[src/rtl/cic_int_2.sv]
// -----------------------------------------------------------------------------
// cic_int_2 -- CIC interpolator (comb section at the low rate, zero stuffing,
// integrator section at the clk rate).
//
// The block paces its own input: it raises req for one clk every RATE clks, and
// x is captured on the edge that ends that req cycle. The samples then pass
// through NUM_STAGES comb stages, each one clocked forward by a one-hot enable
// pipeline. The comb output is zero-stuffed and fed into a cascade of
// NUM_STAGES integrators that run every clk. The DC gain is
// RATE^(NUM_STAGES-1). The block does not normalise the gain.
//
// Parameters
//   NUM_STAGES : number of comb and integrator stages
//   RATE       : interpolation ratio (2..256)
//   STG_GSZ    : bit growth per stage, at least ceil(log2(RATE))
//   ISZ        : input word size
//   OSZ        : internal and output word size
//
// Ports
//   clk   : in  1       rising-edge clock, single domain
//   reset : in  1       asynchronous active-low reset
//   x     : in  ISZ     signed low-rate input sample, captured when req=1
//   req   : out 1       one-clk request pulse, once every RATE clks
//   y     : out OSZ     signed high-rate output sample, one per clk
//   valid : out 1       y carries filter data (sticky until reset)
// -----------------------------------------------------------------------------
module cic_int_2 #(
    parameter int NUM_STAGES = 4,
    parameter int RATE       = 8,
    parameter int STG_GSZ    = 3,
    parameter int ISZ        = 10,
    parameter int OSZ        = ISZ + NUM_STAGES * STG_GSZ
) (
    input  logic                  clk,
    input  logic                  reset,
    input  logic signed [ISZ-1:0] x,
    output logic                  req,
    output logic signed [OSZ-1:0] y,
    output logic                  valid
);

    localparam int               CNT_W   = (RATE > 1) ? $clog2(RATE) : 1;
    localparam logic [CNT_W-1:0] CNT_MAX = CNT_W'(RATE - 1);

    // Rate counter and request pulse
    logic [CNT_W-1:0]        cnt_q, cnt_d;
    logic                    req_q, req_d;

    // One-hot enable pipeline. Bit k marks the sample currently in comb stage k.
    logic [NUM_STAGES:0]     ena_q, ena_d;

    // Comb section. diff[k] is the output of stage k, and dly[k] holds the
    // previous sample's diff[k]. The last stage has no consumer for its delay.
    logic signed [OSZ-1:0]   diff_q [0:NUM_STAGES];
    logic signed [OSZ-1:0]   diff_d [0:NUM_STAGES];
    logic signed [OSZ-1:0]   dly_q  [0:NUM_STAGES-1];
    logic signed [OSZ-1:0]   dly_d  [0:NUM_STAGES-1];

    // Integrator section
    logic signed [OSZ-1:0]   integ_q [0:NUM_STAGES-1];
    logic signed [OSZ-1:0]   integ_d [0:NUM_STAGES-1];

    // Output registers
    logic signed [OSZ-1:0]   y_q, y_d;
    logic                    valid_q, valid_d;

    // Combinational helpers
    logic signed [OSZ-1:0]   x_sx_s;
    logic signed [OSZ-1:0]   stuff_s;

    // Rate counter wrap, request generation and enable pipeline shift
    always_comb begin
        cnt_d = cnt_q;
        req_d = 1'b0;
        if (cnt_q == CNT_MAX) begin
            cnt_d = '0;
            req_d = 1'b1;
        end else begin
            cnt_d = cnt_q + 1'b1;
            req_d = 1'b0;
        end
        ena_d = {ena_q[NUM_STAGES-1:0], req_q};
    end

    // Comb section: stage 0 loads the sign-extended input, and later stages
    // take the difference when their enable bit arrives
    always_comb begin
        x_sx_s = {{(OSZ-ISZ){x[ISZ-1]}}, x};
        for (int j = 0; j <= NUM_STAGES; j++) begin
            diff_d[j] = diff_q[j];
        end
        for (int j = 0; j < NUM_STAGES; j++) begin
            dly_d[j] = dly_q[j];
        end

        // x is ignored outside the request cycle
        if (req_q) begin
            diff_d[0] = x_sx_s;
            dly_d[0]  = diff_q[0];
        end else begin
            diff_d[0] = diff_q[0];
            dly_d[0]  = dly_q[0];
        end

        for (int j = 1; j <= NUM_STAGES; j++) begin
            if (ena_q[j-1]) begin
                diff_d[j] = diff_q[j-1] - dly_q[j-1];
            end else begin
                diff_d[j] = diff_q[j];
            end
        end
        for (int j = 1; j < NUM_STAGES; j++) begin
            if (ena_q[j-1]) begin
                dly_d[j] = diff_q[j];
            end else begin
                dly_d[j] = dly_q[j];
            end
        end
    end

    // Zero stuffing and integrator cascade. Modular wrap is intentional
    // because the comb section cancels the integrator overflow.
    always_comb begin
        if (ena_q[NUM_STAGES]) begin
            stuff_s = diff_q[NUM_STAGES];
        end else begin
            stuff_s = '0;
        end
        integ_d[0] = integ_q[0] + stuff_s;
        for (int i = 1; i < NUM_STAGES; i++) begin
            integ_d[i] = integ_q[i] + integ_q[i-1];
        end
        y_d     = integ_q[NUM_STAGES-1];
        valid_d = valid_q | ena_q[NUM_STAGES];
    end

    // State register for the whole pipeline, cleared asynchronously
    always_ff @(posedge clk or negedge reset) begin
        if (!reset) begin
            cnt_q   <= '0;
            req_q   <= 1'b0;
            ena_q   <= '0;
            for (int j = 0; j <= NUM_STAGES; j++) begin
                diff_q[j] <= '0;
            end
            for (int j = 0; j < NUM_STAGES; j++) begin
                dly_q[j]   <= '0;
                integ_q[j] <= '0;
            end
            y_q     <= '0;
            valid_q <= 1'b0;
        end else begin
            cnt_q   <= cnt_d;
            req_q   <= req_d;
            ena_q   <= ena_d;
            for (int j = 0; j <= NUM_STAGES; j++) begin
                diff_q[j] <= diff_d[j];
            end
            for (int j = 0; j < NUM_STAGES; j++) begin
                dly_q[j]   <= dly_d[j];
                integ_q[j] <= integ_d[j];
            end
            y_q     <= y_d;
            valid_q <= valid_d;
        end
    end

    assign req   = req_q;
    assign y     = y_q;
    assign valid = valid_q;

endmodule

[config.mk]
export PLATFORM = sky130hd
export DESIGN_NAME = cic_int_2
export DESIGN_NICKNAME = d
export VERILOG_FILES = /design/src/rtl/cic_int_2.sv
export SDC_FILE = /design/constraint.sdc
export NUM_CORES = 1
export LEC_CHECK = 0
export CAP_MARGIN = 15
export CELL_PAD_IN_SITES_DETAIL_PLACEMENT = 1
export CELL_PAD_IN_SITES_GLOBAL_PLACEMENT = 2
export CORE_ASPECT_RATIO = 0.6
export CORE_MARGIN = 5
export CORE_UTILIZATION = 25
export DETAILED_ROUTE_END_ITERATION = 12
export PLACE_DENSITY_LB_ADDON = 0.05
export SYNTH_ARGS = -nofsm -noshare
export SYNTH_HDL_FRONTEND = slang
export SYNTH_SLANG_ARGS = --single-unit
[constraint.sdc]
create_clock -name clk -period 3.49 [get_ports clk]
set_input_delay 0.698 -clock clk [delete_from_list [all_inputs] [get_ports clk]]
set_output_delay 0.698 -clock clk [all_outputs]
set_load 0.005 [all_outputs]
==> results by group <==
Route
  – DR vias: 11,268
  – Drt drc: 0
  – Routed Antenna Nets: 0
  – Initial DRC count: 500
  – DRT Wirelength: between 40,000 and 50,000 um
  – Vias/cell: 4.505
  – DR pass1 iterations: 4
  – Wire per inst: 16.04 um

Layout
  – Final Cell Area: 0.01824 sq mm
  – P&R area growth vs syn: 16.68%
  – Fillers: around 7,000
  – Layout Utilization: 0.2929
  – # diodes: 0
  – Post-layout nets: 1,807
  – Post-route insts no fill: approximately 2,500
  – Layout cells sized above 1: 0.08785

Logic synthesis
  – Synth top area cells: dfrtp_1 44%, ha_1 12%, xnor2_1 4.4%
  – Post-Syn Area: 0.01563 sq mm
  – Post-synth EDFFs: 0
  – Simple-Gate Fraction of Synth Area: 0.1137
  – Share of the synthesized area in the top cell type: 0.4355
  – Ys async rst share: 1.000
  – Syn Nets: about 1,800
  – Ys flop type: dfrtp_1
  – Netlist cell types: 66
  – Post-Synth Adder-Cell Area: 0.1295
  – Synth Instances: 1,582
  – Mean Syn Cell Area: ~10 sq um
  – XOR/XNOR share of the synthesized area: 0.06388
  – Synth area leader: dfrtp_1
  – Mux contribution to synthesized area: 0.03714
  – Sequential cell area fraction in the yosys report: 0.4355
  – Synth Register Bits: about 270
  – Largest family of logic cells by synthesized area: compound AO/OA/AOI/OAI gates
  – YS warnings: 0
  – Compound-gate portion of the synthesized area: 0.1826

Worst setup path
  – CP max FO: 22
  – R2R Setup Slk: 400 ps
  – Required time of the critical path: 3940 ps
  – R2R cell count: 11
  – CP Class: reg2reg
  – Worst r2r src: ena_q[4]
  – CP arrival: between 3000 and 4000 ps
  – Startpoint types: flop
  – Capturing point of the worst reg2reg path: integ_q[86]
  – Critical Path End Type: flop

GRT
  – Busiest grt layer: met1
  – Grt total ovfl: 0
  – Largest net degree at the start of global routing: 70
  – First-pass GRT wire length: around 66,000 um
  – GRT met2 Usage: 0.1411
  – Met3 Usage GRT: 0.02308
  – Initial antenna violation count: 0
  – M1 GR Usage: 0.2076
  – GRT Overall Usage: 0.1196
  – Number of global-route vias before repair: 11,692

Clock network
  – Maximum root-to-sink buffer count: 3
  – Cts hold-fix bufs: 0
  – TritonCTS buffer count: 34
  – Worst-skew pair later-pin latency: 560 ps
  – CTS tree: yes
  – CTS Sinks: ~270
  – CTS H-tree depth: 2
  – Root buf cell: clkbuf_16
  – Setup Fix Bufs, Post-CTS: 0
  – Worst-path clk slew: 60 ps
  – Post-CTS sizing: 0

Placement
  – Placed cells: 2,441
  – DP Wirelength: just over 30,000 um
  – Number of port buffers: 35
  – GPL Wtd Cong: roughly 0.76
  – Placed Instance Area: approximately 0.017 sq mm

Timing
  – RSZ-0062 raised after global routing: false
  – Setup Viol. Count Final: 0
  – Hold slack: roughly 120 ps
  – Slew Viols, Final: 0
  – Crit share post-route: 0.8854
  – Slew margin rel.: 0.4801
  – Fmax: 323.6 MHz
  – Hold Vio Cnt, Final: 0
  – Final min period: about 3100 ps
  – TNS Setup: 0 ps
  – Slew @ Worst Pin: about 770 ps
  – Skew final: 22.23 ps

Pwr
  – Worst IR drop on VDD: 0.0003110 V
  – Power per cell area: between 1000 and 1500 mW/mm^2
  – Leak: 0.008297 uW

Floorplan
  – Floorplan row count: 71
  – # IOs: 36
  – Starting density of the core: 0.2510
  – Vert. Die Dim: 203.7 um
  – Core Footprint: 0.06227 sq mm
  – Die W: around 330 um
  – Full die area: 0.06778 sq mm

Min path
  – Min-Delay Path Class: in2async

Run status
  – Status: complete, no violations

Job
  – Max-cap violations: 0
==> placed cells by master, fill, tap and decap left out, drive strengths merged, types with 7 or more instances in the layout <==
| master | count |
|---|---|
| nand3 | 16 |
| o211ai | 9 |
| o21bai | 10 |
| o21a | 26 |
| clkbuf | 48 |
| nand2b | 14 |
| xnor2 | 78 |
| buf | 27 |
| nor3 | 24 |
| nor3b | 7 |
| clkdlybuf4s50 | 34 |
| a21boi | 12 |
| dfrtp | 272 |
| and3 | 11 |
| clkinv | 10 |
| nand2 | 137 |
| mux2 | 48 |
| nor2 | 100 |
| a21o | 66 |
| a211oi | 14 |
| xor2 | 36 |
| ha | 149 |
| inv | 114 |
| and2 | 26 |
| a21oi | 105 |
| a31oi | 15 |
| o22ai | 8 |
| fa | 8 |
| o31ai | 12 |
| nand4 | 9 |
| o21ai | 133 |
| nor2b | 19 |
==> synthesized netlist by cell type, drive strengths merged, types with 14 or more instances <==
cell type  instances
a211oi            14
a21o              66
a21oi            105
a31oi             15
and2              26
clkbuf            33
dfrtp            272
ha               149
inv              114
mux2              48
nand2            137
nand2b            14
nand3             16
nor2             100
nor2b             19
nor3              24
o21a              26
o21ai            133
xnor2             78
xor2              36
==> logic make-up (layout without fill, tap and decap cells) <==
family                     count (synthesis)  in the layout
AOI/OAI and AO/OA                        449            449
and+or+nand+nor                          382            382
DFF                                      272            272
adders and majority gates                157            157
buffers and inverters                    156            236
xor gates and xnor gates                 114            114
muxes                                     52             52
==> sequential cells by signal (all words and copies together), names as in the netlist <==
signal   cells
ena_q        5
y_d         22
cnt_q        3
req          1
diff_q      87
valid        1
y           22
dly_q       65
integ_q     66
==> critical path, stage by stage, from the launching register on <==
cell	delay, ps
dfrtp_1	330
buf_4	240
nand2_1	130
fa_1	450
nor2b_1	190
o31a_1	230
o21ai_2	140
a311oi_2	390
a221o_1	290
nand2_1	100
o21a_1	220
o311ai_1	240
==> how the worst max path moves through the flow <==
stage | startpoint | to | slack (ps) | depth (start not counted)
finish | ena_q[4] | integ_q[86] | 400 | 11
global route | ena_q[4] | integ_q[86] | 80 | 11
CTS | ena_q[4] | integ_q[86] | 320 | 11
detailed placement | ena_q[4] | integ_q[86] | 370 | 11
global placement | diff_q[22] | diff_q[18] | 480 | 12
floorplan | ena_q[4] | integ_q[84] | 870 | 11
==> cell type report <==
cell class	instances	area [sq um]	area share
inverter	115	431.7	0.02367
clock buffer	48	1015	0.05564
tap	839	1050	0.05756
clock inverter	12	135.1	0.007409
multi-input combinational	1154	8234	0.4515
sequential	272	6809	0.3734
timing repair buffer	61	563.0	0.03087
==> power breakdown <==
part | switching (uW) | leakage, uW | internal, uW
combinational | 6520 | 0.00455 | 5130
clock | 1500 | 0.000570 | 2180
sequential | 778 | 0.00318 | 4610
==> stage by stage <==
stage / setup WS, ps / power [uW]
final: 400.1 / 20720
after global routing: 80.21 / 22740
after CTS: 323.8 / 21110
after detailed placement: 374.2 / 17150
after global placement: 482.7 / 17120
after floorplan: 869.1 / 13890
==> routing by layer <==
metal / up-vias / share of wire
met5: - / 0
met3: 48 / 0.032
met1: 5440 / 0.62
met2: 86 / 0.33
li1: 5694 / -
met4: 0 / 0.019
Note: power is estimated with default switching activity, not from simulation.
